**src/rtl/fir_tap_sequencer.sv**
```systemverilog
// ---------------------------------------------------------------------------
// fir_tap_sequencer
//
// Time-multiplexed FIR control stage for a single macc_core DSP slice.
// Each accepted input sample is written into a circular delay line. The FSM
// then streams NTAPS (sample, coefficient) operand pairs into macc_core,
// pulses sload so the accumulator restarts on tap 0, and registers the
// full-precision accumulator result onto the output stream.
//
// Ports
//   clk, rst          : clock (rising edge), synchronous active-high reset
//   s_axis_*          : input sample stream (SDW-bit signed samples)
//   m_axis_*          : output stream, y[n] as ODW-bit signed value
//   coef_wr/addr/data : coefficient write port, accepted when coef_ready=1
//   coef_ready        : high only while idle between samples
//   macc_ce           : clock enable to macc_core, low only during rst
//   macc_sload        : accumulator reload, one cycle after tap 0 operands
//   macc_a, macc_b    : sample / coefficient operands, zero outside RUN
//   macc_accum        : accumulator result from macc_core
// ---------------------------------------------------------------------------
module fir_tap_sequencer #(
    parameter int SDW   = 24,
    parameter int CDW   = 18,
    parameter int ODW   = 48,
    parameter int NTAPS = 16,
    localparam int AW   = (NTAPS > 1) ? $clog2(NTAPS) : 1
) (
    input  logic           clk,
    input  logic           rst,

    input  logic [SDW-1:0] s_axis_tdata,
    input  logic           s_axis_tvalid,
    output logic           s_axis_tready,

    output logic [ODW-1:0] m_axis_tdata,
    output logic           m_axis_tvalid,
    input  logic           m_axis_tready,

    input  logic           coef_wr,
    input  logic [AW-1:0]  coef_addr,
    input  logic [CDW-1:0] coef_data,
    output logic           coef_ready,

    output logic           macc_ce,
    output logic           macc_sload,
    output logic [SDW-1:0] macc_a,
    output logic [CDW-1:0] macc_b,
    input  logic [ODW-1:0] macc_accum
);

    // -----------------------------------------------------------------------
    // State encoding
    // -----------------------------------------------------------------------
    localparam logic [2:0] ST_CLEAR = 3'd0;
    localparam logic [2:0] ST_IDLE  = 3'd1;
    localparam logic [2:0] ST_RUN   = 3'd2;
    localparam logic [2:0] ST_DRAIN = 3'd3;
    localparam logic [2:0] ST_OUT   = 3'd4;

    // Address mask keeps every pointer inside the NTAPS-entry arrays; with a
    // power-of-two NTAPS this is the natural modulo wrap (and forces 0 when
    // NTAPS=1, where AW is padded to one bit).
    localparam logic [AW-1:0] ADDR_MASK = AW'(NTAPS - 1);
    localparam logic [AW-1:0] LAST_TAP  = AW'(NTAPS - 1);

    // macc_core result for the last tap is valid on the third DRAIN cycle:
    // one cycle of operand registering, one of multiply, one of accumulate.
    localparam logic [1:0]    DRAIN_LAST = 2'd2;

    // -----------------------------------------------------------------------
    // Storage
    // -----------------------------------------------------------------------
    logic [SDW-1:0] r_dline [NTAPS];
    logic [CDW-1:0] r_coef  [NTAPS];

    // -----------------------------------------------------------------------
    // Control registers
    // -----------------------------------------------------------------------
    logic [2:0]     r_state;
    logic [AW-1:0]  r_clr_cnt;
    logic [AW-1:0]  r_wptr;
    logic [AW-1:0]  r_base;
    logic [AW-1:0]  r_tap;
    logic [1:0]     r_drain;
    logic           r_sload;
    logic [ODW-1:0] r_tdata;

    // -----------------------------------------------------------------------
    // Decodes
    // -----------------------------------------------------------------------
    logic           w_idle;
    logic           w_run;
    logic           w_accept;
    logic           w_coef_we;
    logic [AW-1:0]  w_rd_addr;
    logic [AW-1:0]  w_coef_addr;

    assign w_idle      = (r_state == ST_IDLE);
    assign w_run       = (r_state == ST_RUN) && !rst;
    assign w_accept    = w_idle && s_axis_tvalid;
    // Coefficients may only change between samples, so a result never
    // mixes old and new values; writes outside IDLE are dropped.
    assign w_coef_we   = w_idle && coef_wr;
    assign w_coef_addr = coef_addr & ADDR_MASK;
    // Tap k reads the sample accepted k samples before the current one.
    assign w_rd_addr   = (r_base - r_tap) & ADDR_MASK;

    // -----------------------------------------------------------------------
    // Delay line and coefficient RAM
    // CLEAR zeroes one location of each per cycle, so neither array needs a
    // reset of its own and both map onto plain RAM.
    // -----------------------------------------------------------------------
    always_ff @(posedge clk) begin
        if (r_state == ST_CLEAR) begin
            r_dline[r_clr_cnt] <= '0;
            r_coef[r_clr_cnt]  <= '0;
        end else begin
            if (w_accept) begin
                r_dline[r_wptr] <= s_axis_tdata;
            end
            if (w_coef_we) begin
                r_coef[w_coef_addr] <= coef_data;
            end
        end
    end

    // -----------------------------------------------------------------------
    // Sequencing FSM
    // -----------------------------------------------------------------------
    always_ff @(posedge clk) begin
        if (rst) begin
            r_state   <= ST_CLEAR;
            r_clr_cnt <= '0;
            r_wptr    <= '0;
            r_base    <= '0;
            r_tap     <= '0;
            r_drain   <= '0;
            r_sload   <= 1'b0;
            r_tdata   <= '0;
        end else begin
            // sload lands on the cycle after tap 0 so macc_core reloads
            // its accumulator with the tap-0 product.
            r_sload <= (r_state == ST_RUN) && (r_tap == '0);

            case (r_state)
                ST_CLEAR: begin
                    r_wptr    <= '0;
                    r_clr_cnt <= (r_clr_cnt + 1'b1) & ADDR_MASK;
                    if (r_clr_cnt == LAST_TAP) begin
                        r_clr_cnt <= '0;
                        r_state   <= ST_IDLE;
                    end
                end

                ST_IDLE: begin
                    if (s_axis_tvalid) begin
                        r_base  <= r_wptr;
                        r_wptr  <= (r_wptr + 1'b1) & ADDR_MASK;
                        r_tap   <= '0;
                        r_state <= ST_RUN;
                    end
                end

                ST_RUN: begin
                    r_tap <= (r_tap + 1'b1) & ADDR_MASK;
                    if (r_tap == LAST_TAP) begin
                        r_tap   <= '0;
                        r_drain <= '0;
                        r_state <= ST_DRAIN;
                    end
                end

                ST_DRAIN: begin
                    r_drain <= r_drain + 2'd1;
                    if (r_drain == DRAIN_LAST) begin
                        r_tdata <= macc_accum;
                        r_drain <= '0;
                        r_state <= ST_OUT;
                    end
                end

                ST_OUT: begin
                    if (m_axis_tready) begin
                        r_state <= ST_IDLE;
                    end
                end

                default: begin
                    r_state <= ST_CLEAR;
                end
            endcase
        end
    end

    // -----------------------------------------------------------------------
    // Operand drive: zero outside RUN so macc_core sees clean inputs
    // -----------------------------------------------------------------------
    always_comb begin
        macc_a = '0;
        macc_b = '0;
        if (w_run) begin
            macc_a = r_dline[w_rd_addr];
            macc_b = r_coef[r_tap];
        end
    end

    // -----------------------------------------------------------------------
    // Outputs
    // -----------------------------------------------------------------------
    assign macc_ce       = !rst;
    assign macc_sload    = r_sload;
    assign s_axis_tready = w_idle;
    assign coef_ready    = w_idle;
    assign m_axis_tvalid = (r_state == ST_OUT);
    assign m_axis_tdata  = r_tdata;

endmodule

```
**config.mk**
```make
export PLATFORM = sky130hd
export DESIGN_NAME = fir_tap_sequencer
export DESIGN_NICKNAME = d
export VERILOG_FILES = /design/src/rtl/fir_tap_sequencer.sv
export SDC_FILE = /design/constraint.sdc
export NUM_CORES = 1
export LEC_CHECK = 0
export BUFFER_PORTS_ARGS = -buffer_cell sky130_fd_sc_hd__buf_4
export CAP_MARGIN = 10
export CORE_MARGIN = 4
export CORE_UTILIZATION = 54
export DETAILED_ROUTE_END_ITERATION = 12
export PLACE_DENSITY_LB_ADDON = 0.1
export RECOVER_POWER = 50
export SLEW_MARGIN = 10
export SYNTH_ARGS = -nofsm -noshare
export SYNTH_HDL_FRONTEND = slang
export SYNTH_SLANG_ARGS = --single-unit
```
**constraint.sdc**
```tcl
create_clock -name clk -period 2.85 [get_ports clk]
set_input_delay 0.285 -clock clk [delete_from_list [all_inputs] [get_ports clk]]
set_output_delay 0.285 -clock clk [all_outputs]
set_load 0.02 [all_outputs]
```
==> results of run 1 <==
[flip-flops by register name, summed over array words and instances, names as in the netlist, named ones only]
signal        cells
r_drain           2
r_tap             4
r_dline         384
r_base            4
r_clr_cnt         4
macc_sload        1
m_axis_tdata     48
r_state           3
r_wptr            4
r_coef          288
[cell usage after synthesis (2+ instances only)]
library cell	number	share of area (%)
mux4_2	168	13
nor2_1	53	0.69
ha_1	7	0.30
buf_6	4	0.16
o22ai_2	16	0.69
o21ai_0	2	0.034
nor3b_1	6	0.16
a22oi_1	4	0.10
edfxtp_1	672	69
clkbuf_1	38	0.49
mux2i_1	86	3.0
nand3b_1	2	0.052
nor3_1	9	0.16
xor2_1	4	0.12
inv_1	8	0.10
and2_1	3	0.065
a21oi_1	72	1.2
and3_1	46	0.99
buf_1	7	0.091
or3_1	3	0.065
nand2_1	116	1.5
o22ai_1	27	0.58
nor2b_1	5	0.11
a31oi_1	5	0.11
buf_2	38	0.65
mux2i_2	2	0.095
nand2b_1	2	0.043
buf_4	3	0.078
nand3_1	5	0.086
dfxtp_1	74	5.1
[layer usage]
metal | GRT usage, % | share of wire, %
met1 | 33.55 | 41
met2 | 38.02 | 49
met3 | 4.921 | 7.5
met4 | 5.894 | 1.6
met5 | 0 | 0
[power by group]
part / total, mW / switching [mW] / internal (mW)
Sequential: 13.4 / 0.241 / 13.2
Combinational: 4.90 / 2.78 / 2.12
Clock: 9.52 / 4.04 / 5.48
[timing repair]
action | CTS | global route
hold endpoints to repair | 49 | 0
cloned | 7 | 1
hold buffers | 49 | 0
endpoints found under the setup margin | 42 | 160
resized for setup | 70 | 21
pin swaps | 14 | 10
setup buffers | 14 | 5
[worst max path at each step]
stage / from / to / slack, ns / depth (start not counted)
after detailed placement: r_base[0] / macc_a[2] / -0.03 / 9
after global routing: r_base[0] / macc_a[5] / -0.60 / 11
after CTS: r_tap[0] / macc_a[2] / -0.59 / 9
final: r_tap[0] / macc_a[5] / -0.51 / 10
after global placement: r_base[0] / macc_a[2] / -0.02 / 9
after floorplan: r_state[1] / r_dline[10][0] / 0.11 / 7
[metrics by stage]
stage / hold WS (ns) / utilization, % / cells / area, sq um
2_1_floorplan: 0.4210 / - / 1507 / 29040
6_report: 0.08602 / 67.43 / 2592 / 35650
3_5_place_dp: 0.4474 / 60.90 / 2378 / 32200
3_3_place_gp: 0.4421 / 60.90 / 2378 / 32200
4_1_cts: 0.05192 / 67.59 / 2587 / 35730
5_1_grt: 0.09333 / 67.43 / 2592 / 35650
[cell families after synthesis]
kind of cell             share of synthesized area [%]
XOR/XNOR                                        0.1508
AND/OR/NAND/NOR                                  4.214
flip-flops                                       74.59
buffers and inverters                            1.624
adder cells (fa/ha/maj)                         0.3706
AO/OA/AOI/OAI                                    2.956
multiplexers                                     16.09
[tightest hold or removal path: stages]
cell     delay (ns)
buf_4          0.10
nand2_1        0.09
nand3_1        0.10
a21oi_1        0.06
[final cells by class]
class | count | area share (%)
multi-input cells | 662 | 20.60
clock buffers | 91 | 5.732
inverters | 8 | 0.08424
clock inverters | 48 | 0.9793
well taps | 688 | 2.415
flip-flops and latches | 746 | 60.79
repair buffers | 349 | 9.403
==> summary.md, run 1 <==
| Metric | Value |
|---|---|
| Skew-Pair Late Insertion Delay | `between 0.6 and 0.7 ns` |
| Clk sink count | `between 700 and 800` |
| Worst relative slew slack | `19.14%` |
| Avg WL per Cell | `roughly 26 um` |
| Area Growth Syn to Fin | `22.76%` |
| Status | `complete, but fails checks` |
| Reg2reg setup slack | `-0.27 ns` |
| Synth Register Bits | `746` |
| ANT nets after route | `0` |
| Clk_skew | `0.01528 ns` |
| Top Ports | `194` |
| Worst path required time | `2.57 ns` |
| Leak | `11.68 nW` |
| Max-slew violations | `0` |
| Unrepaired setup endpoints after global routing | `yes` |
| Maxcap violations | `0` |
| Final period util | `117.8%` |
| Initial DRC Count | `1300` |
| Nets | `1951` |
| Post-synthesis sequential area ratio | `74.59%` |
| Initial antenna violation count | `1` |
| Via count | `15570` |
| Critical path startpoint category | `flop` |
| Drt first pass iters | `5` |
| Cell Area, Synth | `29040 sq um` |
| Crit-path cells | `ha_4 -> inv_2 -> fa_4 -> buf_6 -> buf_12 -> buf_16 -> mux4_2 -> mux2i_2 -> o22ai_2 -> buf_6` |
| Total grt overflow | `0` |
| Reg clk slew, reported paths | `0.06 ns` |
| DRC | `0` |
| Hold Startpoint | `s_axis_tvalid` |
| H-tree levels | `3` |
| Initial core utilization | `between 50 and 60%` |
| Register area | `21670 sq um` |
| Element type at the critical path end | `output pin` |
| Vias in the first global route | `16250` |
| Core area | `52870 sq um` |
| Arr. time, crit path | `3.07 ns` |
| Min Tclk post-route | `between 3 and 4 ns` |
| Post-DP HPWL | `36.19 mm` |
| Crit path max fanout | `7` |
| Total GRT Usage | `23.50%` |
| IO Port Bufs | `between 150 and 200` |
| Total chip power | `27.86 mW` |
| Antenna cells | `0` |
| Crit path max-delay family | `adder cells` |
| Die Span X | `239.9 um` |
| Worst min path class | `input port to flop` |
| Most common cell after layout, fill and taps aside | `edfxtp_1` |
| Largest net degree at the start of global routing | `55` |
| Cell variety after synth | `50` |
| Most frequent cells in the layout | `edfxtp_1 (672), mux4_2 (168), buf_4 (160)` |
| Crit path top cell by count | `buf_6` |
| CP Buf/Inv Count | `5` |
| Worst reg2reg startpoint | `r_state[1]` |
| Layout cell share with drive strength beyond 1 | `32.14%` |
| Mean post-synth cell area | `~19 sq um` |
| Power Density | `781.6 nW/um^2` |
| Critical path class | `flop to output pin` |
| FF-to-FF path depth | `7` |
| Fmax | `a little under 300 MHz` |
| Crit-path slowest cell | `fa_4` |
| Synth Warn # | `0` |
| Placement Setup Slack | `-0.03332 ns` |
| Post-synth EDFFs | `672` |
| Reg2Reg Capture Point | `r_coef[14][9]` |
| Peak supply drop | `0.4797 mV` |
| Multi-input logic area | `7342 sq um` |
| Fillers | `~3500` |
| Failing checks | `negative setup slack` |
| Post-Syn Instances | `1507` |
| DIE AREA | `around 58000 sq um` |
| Hold endpoint | `r_wptr[1]` |
| Ys flop type | `edfxtp_1` |
| Final wirelength | `67.07 mm` |
| Chip height | `239.9 um` |
| Placer Congestion | `just under 0.8` |
| Cts bufs inserted | `77` |
| Setup TNS | `-56.26 ns` |
| Syn_nets | `1614` |
| Final WS setup | `-0.5083 ns` |
| CTS max path bufs | `3` |
| Final hold viol count | `0` |
| Vias per inst | `6.007` |
| First-pass GRT wire length | `100.2 mm` |
| Tightest Pin Transition | `about 1.2 ns` |
| CTS Root Cell | `clkbuf_16` |
| Setup-failing EPs final | `403` |
| Largest stage delay, worst path | `0.78 ns` |
| Worst Hold Depth | `4` |
| CTS tree | `yes` |
| Post-synth ARST share | `0%` |
| Num rows | `84` |
Power figures use the tool's default switching activity.
==> inputs of run 2 (changes only) <==
--- a/config.mk
+++ b/config.mk
@@ -8,7 +8,8 @@
 export BUFFER_PORTS_ARGS = -buffer_cell sky130_fd_sc_hd__buf_4
 export CAP_MARGIN = 10
 export CORE_MARGIN = 4
-export CORE_UTILIZATION = 54
+export CORE_UTILIZATION = 56
+export CTS_BUF_LIST = sky130_fd_sc_hd__clkbuf_8
 export DETAILED_ROUTE_END_ITERATION = 12
 export PLACE_DENSITY_LB_ADDON = 0.1
 export RECOVER_POWER = 50
==> run 2 against run 1 <==
Against the previous run: the run still ends with negative setup slack left; power is 4.5% lower; clock power is 16% lower; combinational power is 6.5% higher; critical path type unchanged; cell area is 0.27% lower; setup slack worse by 0.17 ns; global-route usage is 1.1 points higher; first-iteration DRC count is 32% higher; critical path depth stayed put; sequential share of layout area is 0.17 points higher; final cell count is 3.0% higher; largest power group unchanged.
==> summary.md, run 2 (same netlist as run 1, synthesis figures left out) <==
| Metric | Value |
|---|---|
| Max reg flops | `about 380` |
| Cts bufs inserted | `~110` |
| Fillers | `3284` |
| Crit-path cells | `ha_4 -> inv_2 -> fa_4 -> buf_12 -> buf_12 -> clkbuf_16 -> mux4_2 -> mux2i_4 -> o22ai_4 -> buf_6` |
| Avg WL per Cell | `26.09 um` |
| Area Growth Syn to Fin | `22.43%` |
| Worst min path class | `input port to flop` |
| Final hold viol count | `0` |
| Tightest Pin Transition | `1.243 ns` |
| Clk sink count | `746` |
| Status | `complete, but fails checks` |
| Element type at the critical path end | `output pin` |
| Top Ports | `194` |
| CTS tree | `yes` |
| Failing checks | `negative setup slack` |
| Critical path class | `flop to output pin` |
| Vias in the first global route | `roughly 17000` |
| IO Port Bufs | `slightly below 200` |
| Final period util | `123.7%` |
| Crit path max-delay family | `adder cells` |
| Final std cells w/o fill | `~2700` |
| Hold slack | `0.1299 ns` |
| CTS Root Cell | `clkbuf_8` |
| Layout cell share with drive strength beyond 1 | `roughly a third` |
| Power Density | `748.6 nW/um^2` |
| First-pass GRT wire length | `102.3 mm` |
| H-tree levels | `3` |
| Total grt overflow | `0` |
| Post-placement cell count | `between 2000 and 2500` |
| CTS max path bufs | `3` |
| CP Buf/Inv Count | `5` |
| Largest stage delay, worst path | `0.79 ns` |
| Chip height | `235.7 um` |
| DIE AREA | `55560 sq um` |
| Nets | `2001` |
| DRC | `0` |
| Crit-path slowest cell | `fa_4` |
| Reg2reg setup slack | `-0.42 ns` |
| Maxcap violations | `0` |
| Largest net degree at the start of global routing | `69` |
| Skew-Pair Late Insertion Delay | `0.70 ns` |
| Initial DRC Count | `1713` |
| Final WS setup | `-0.6752 ns` |
| Peak supply drop | `0.4170 mV` |
| Most common cell after layout, fill and taps aside | `edfxtp_1` |
| Worst relative slew slack | `16.96%` |
| Clk_skew | `0.02281 ns` |
| Fmax | `283.7 MHz` |
| Min Tclk post-route | `around 3.5 ns` |
| Initial antenna violation count | `2` |
| Post-DP HPWL | `36.27 mm` |
| Via count | `16100` |
| Crit path max fanout | `5` |
| Placer Congestion | `0.7718` |
| Multi-input logic area | `7385 sq um` |
| Largest register by flop count | `r_dline` |
| ANT nets after route | `0` |
| Drt first pass iters | `5` |
| Leak | `11.81 nW` |
| Setup-failing EPs final | `~560` |
| Unrepaired setup endpoints after global routing | `yes` |
| Final wirelength | `between 60 and 70 mm` |
| Reg clk slew, reported paths | `0.07 ns` |
| Die Span X | `235.7 um` |
| Initial core utilization | `56.60%` |
| Most frequent cells in the layout | `edfxtp_1 (672), buf_4 (169), mux4_2 (168)` |
| Num rows | `between 80 and 90` |
| Critical path startpoint category | `flop` |
| Vias per inst | `6.028` |
| Worst path required time | `2.57 ns` |
| Crit path top cell by count | `buf_12` |
| Core area | `51300 sq um` |
| Max-slew violations | `0` |
| Total GRT Usage | `24.61%` |
| Register area | `between 20000 and 25000 sq um` |
| Arr. time, crit path | `3.24 ns` |
run 2: metrics by stage:
stage / TNS (ns) / utilization, % / power [mW] / cell area (sq um) / worst slack, ns
6_report: -105.50 / 69.30 / 26.61 / 35550 / -0.6752
5_1_grt: -215.90 / 69.30 / 27.67 / 35550 / -0.7700
4_1_cts: -17.18 / 68.99 / 26.51 / 35390 / -0.7599
3_5_place_dp: -0.2115 / 62.66 / 18.15 / 32150 / -0.04958
3_3_place_gp: -0.1820 / 62.66 / 18.04 / 32150 / -0.04715
2_1_floorplan: 0 / - / 16.32 / 29040 / 0.1139
run 2: area by class of cell:
type | instances | share of cell area, %
flip-flops and latches | 746 | 60.96
clock inverters | 94 | 1.285
clock buffers | 116 | 4.491
multi-input cells | 663 | 20.77
inverters | 8 | 0.08447
well taps | 680 | 2.393
diodes | 2 | 0.01408
repair buffers | 361 | 10.00
run 2: worst min-delay path, stage by stage:
cell and delay [ns]:
buf_4 0.16, mux2i_1 0.09, a21oi_1 0.15, o31ai_1 0.08
run 2: report_power, final:
part	leakage, nW	switching (mW)	internal (mW)	total (mW)
registers	6.81	0.231	13.2	13.4
logic	3.82	2.97	2.25	5.22
clock network	1.17	4.00	3.97	7.98
total	11.8	7.21	19.4	26.6
run 2: metal layers:
| layer | wire, um | GRT usage, % |
|---|---|---|
| met1 | 28440 | 34.92 |
| met2 | 33960 | 38.84 |
| met3 | 5957 | 6.607 |
| met4 | 1295 | 6.318 |
| met5 | 0 | 0 |
run 2: final timing paths:
check | from | endpoint | cells past startpoint
worst min register to register | m_axis_tdata[27] | m_axis_tdata[27] | 2
worst max-delay path | r_tap[0] | macc_a[6] | 10
worst min-delay path | s_axis_tvalid | r_state[0] | 4
worst max register to register | r_state[2] | r_coef[15][12] | 7
run 2: timing repair:
| action | CTS | global route |
|---|---|---|
| resized for setup | 67 | 36 |
| setup endpoints to repair | 42 | 65 |
| pin swaps | 8 | 13 |
| hold buffers | 50 | 0 |
| hold endpoints to repair | 57 | 0 |
| buffers inserted | 10 | 12 |
| cloned | 10 | 7 |
==> inputs of run 3 (changes only) <==
--- a/config.mk
+++ b/config.mk
@@ -7,12 +7,13 @@
 export LEC_CHECK = 0
 export BUFFER_PORTS_ARGS = -buffer_cell sky130_fd_sc_hd__buf_4
 export CAP_MARGIN = 10
-export CORE_MARGIN = 4
+export CORE_MARGIN = 2
 export CORE_UTILIZATION = 56
 export CTS_BUF_LIST = sky130_fd_sc_hd__clkbuf_8
 export DETAILED_ROUTE_END_ITERATION = 12
 export PLACE_DENSITY_LB_ADDON = 0.1
 export RECOVER_POWER = 50
+export SETUP_SLACK_MARGIN = 0.4
 export SLEW_MARGIN = 10
 export SYNTH_ARGS = -nofsm -noshare
 export SYNTH_HDL_FRONTEND = slang
==> run 3 against run 2 <==
Against the previous run: highest routed layer unchanged; clock power shrank 1%; critical path type unchanged; largest power group unchanged; global-route usage grew 1.6 points; wire length shrank 0.61%; setup slack gained 0.0037 ns; maximum frequency grew 0.10%; utilization grew 0.97 points; critical path depth is the same; the flow still finishes with violations (negative setup slack); hold slack lost 0.068 ns; non-clock buffer count grew 3; sequential share of layout area shrank 0.82 points; count of clock-buffer cells in the layout grew 5; clock skew shrank 0.0041 ns.
==> summary.md, run 3 (same netlist as run 1, synthesis figures left out) <==
| Metric | Value |
|---|---|
| Status | `complete, but fails checks` |
| Failing checks | `negative setup slack` |
| Core area | `51300 sq um` |
| Max-slew violations | `0` |
| Setup-failing EPs final | `435` |
| Leak | `between 10 and 15 nW` |
| Fillers | `approximately 3300` |
| Num rows | `83` |
| Vias in the first global route | `16380` |
| Largest register by flop count | `r_dline` |
| Clk_skew | `about 0.019 ns` |
| Drt first pass iters | `7` |
| Area Growth Syn to Fin | `24.14%` |
| CTS max path bufs | `3` |
| Nets | `2004` |
| Arr. time, crit path | `3.24 ns` |
| Unrepaired setup endpoints after global routing | `yes` |
| Worst path required time | `roughly 2.6 ns` |
| Initial DRC Count | `1242` |
| Final hold viol count | `0` |
| Largest net degree at the start of global routing | `62` |
| Reg clk slew, reported paths | `roughly 0.060 ns` |
| Cts bufs inserted | `about 120` |
| Peak supply drop | `0.4507 mV` |
| DRC | `0` |
| Clk sink count | `746` |
| Avg WL per Cell | `25.92 um` |
| Layout cell share with drive strength beyond 1 | `about a third` |
| Die Span X | `231.7 um` |
| Chip height | `~230 um` |
| Initial core utilization | `56.60%` |
| Initial antenna violation count | `1` |
| Vias per inst | `approximately 5.9` |
| Post-layout util | `70.26%` |
| Hold Startpoint | `rst` |
| Worst reg2reg startpoint | `r_state[0]` |
| Top Ports | `194` |
| Final wirelength | `69.23 mm` |
| DIE AREA | `53690 sq um` |
| Critical path class | `flop to output pin` |
| Final period util | `123.6%` |
| Critical path startpoint category | `flop` |
| ANT nets after route | `0` |
| Most frequent cells in the layout | `edfxtp_1 (672), mux4_2 (168), buf_4 (131)` |
| Worst relative slew slack | `16.79%` |
| First-pass GRT wire length | `101.7 mm` |
| Most common cell after layout, fill and taps aside | `edfxtp_1` |
| H-tree levels | `3` |
| Post-DP HPWL | `36.42 mm` |
| Power Density | `738.9 nW/um^2` |
| Fmax | `about 280 MHz` |
| Placer Congestion | `0.7866` |
| IO Port Bufs | `193` |
| Min Tclk post-route | `3.522 ns` |
| Total grt overflow | `0` |
| Final WS setup | `-0.6715 ns` |
| CTS Root Cell | `clkbuf_8` |
| Hold slack | `0.06237 ns` |
| Tightest Pin Transition | `1.248 ns` |
| Max reg flops | `384` |
| Worst min path class | `input port to flop` |
| Skew-Pair Late Insertion Delay | `0.71 ns` |
| CTS tree | `yes` |
| Total GRT Usage | `roughly a quarter` |
| Worst Setup SP | `r_base[0]` |
| Crit path max fanout | `8` |
| Maxcap violations | `0` |
| Via count | `15760` |
| Placement Setup Slack | `-0.002453 ns` |
| Setup TNS | `-55.27 ns` |
| Element type at the critical path end | `output pin` |
run 3: cell type report:
type                            count  area, sq um  share of cell area [%]
Sequential cell                   746        21680                   60.14
Multi-Input combinational cell    662         7617                   21.13
Timing Repair Buffer              364         3834                   10.64
Clock buffer                      121         1665                   4.620
Tap cell                          680        850.8                   2.360
Clock inverter                     89        370.4                   1.027
Inverter                            8        30.03                 0.08330
Antenna cell                        1        2.502                0.006942
run 3: critical path: stages (launching register included):
cell	delay, ns
dfxtp_2	0.32
inv_2	0.06
ha_4	0.12
inv_2	0.04
fa_4	0.87
buf_12	0.16
clkbuf_16	0.16
mux4_2	0.32
mux2i_2	0.21
o22ai_2	0.11
buf_6	0.15
run 3: power breakdown:
part / switching (mW) / internal [mW] / total, mW
Clock: 3.98 / 3.91 / 7.89
Sequential: 0.236 / 13.2 / 13.4
Combinational: 2.91 / 2.42 / 5.33
Total: 7.13 / 19.5 / 26.6
run 3: metal layers:
layer	vias up	track usage, %	share of wire, %
li1	6891	-	-
met1	8193	33.75	39
met2	541	45.91	52
met3	130	4.457	5.7
met4	0	7.953	2.6
met5	-	0	0
run 3: path summary, 6_finish.rpt:
kind / endpoint / slack (ns) / depth (start not counted)
hold / removal: macc_sload / 0.06 / 3
setup reg to reg: r_dline[13][3] / -0.24 / 8
hold reg to reg: m_axis_tdata[27] / 0.45 / 2
setup / recovery: macc_a[20] / -0.67 / 10
run 3: what timing repair did:
| action | in CTS | in global routing |
|---|---|---|
| cloned | 12 | 2 |
| endpoints found under the setup margin | 621 | 566 |
| buffers inserted | 25 | 5 |
| resized for setup | 133 | 35 |
| hold buffers | 50 | 0 |
| pin swaps | 12 | 14 |
| endpoints found under the hold margin | 64 | 0 |
run 3: through the flow:
| step | area (sq um) | power, mW | std cells |
|---|---|---|---|
| 5_1_grt | 36050 | 27.63 | 2671 |
| 4_1_cts | 36020 | 26.67 | 2663 |
| 3_3_place_gp | 32270 | 18.08 | 2366 |
| 2_1_floorplan | 29110 | 16.36 | 1507 |
| 6_report | 36050 | 26.63 | 2671 |
| 3_5_place_dp | 32270 | 18.20 | 2366 |
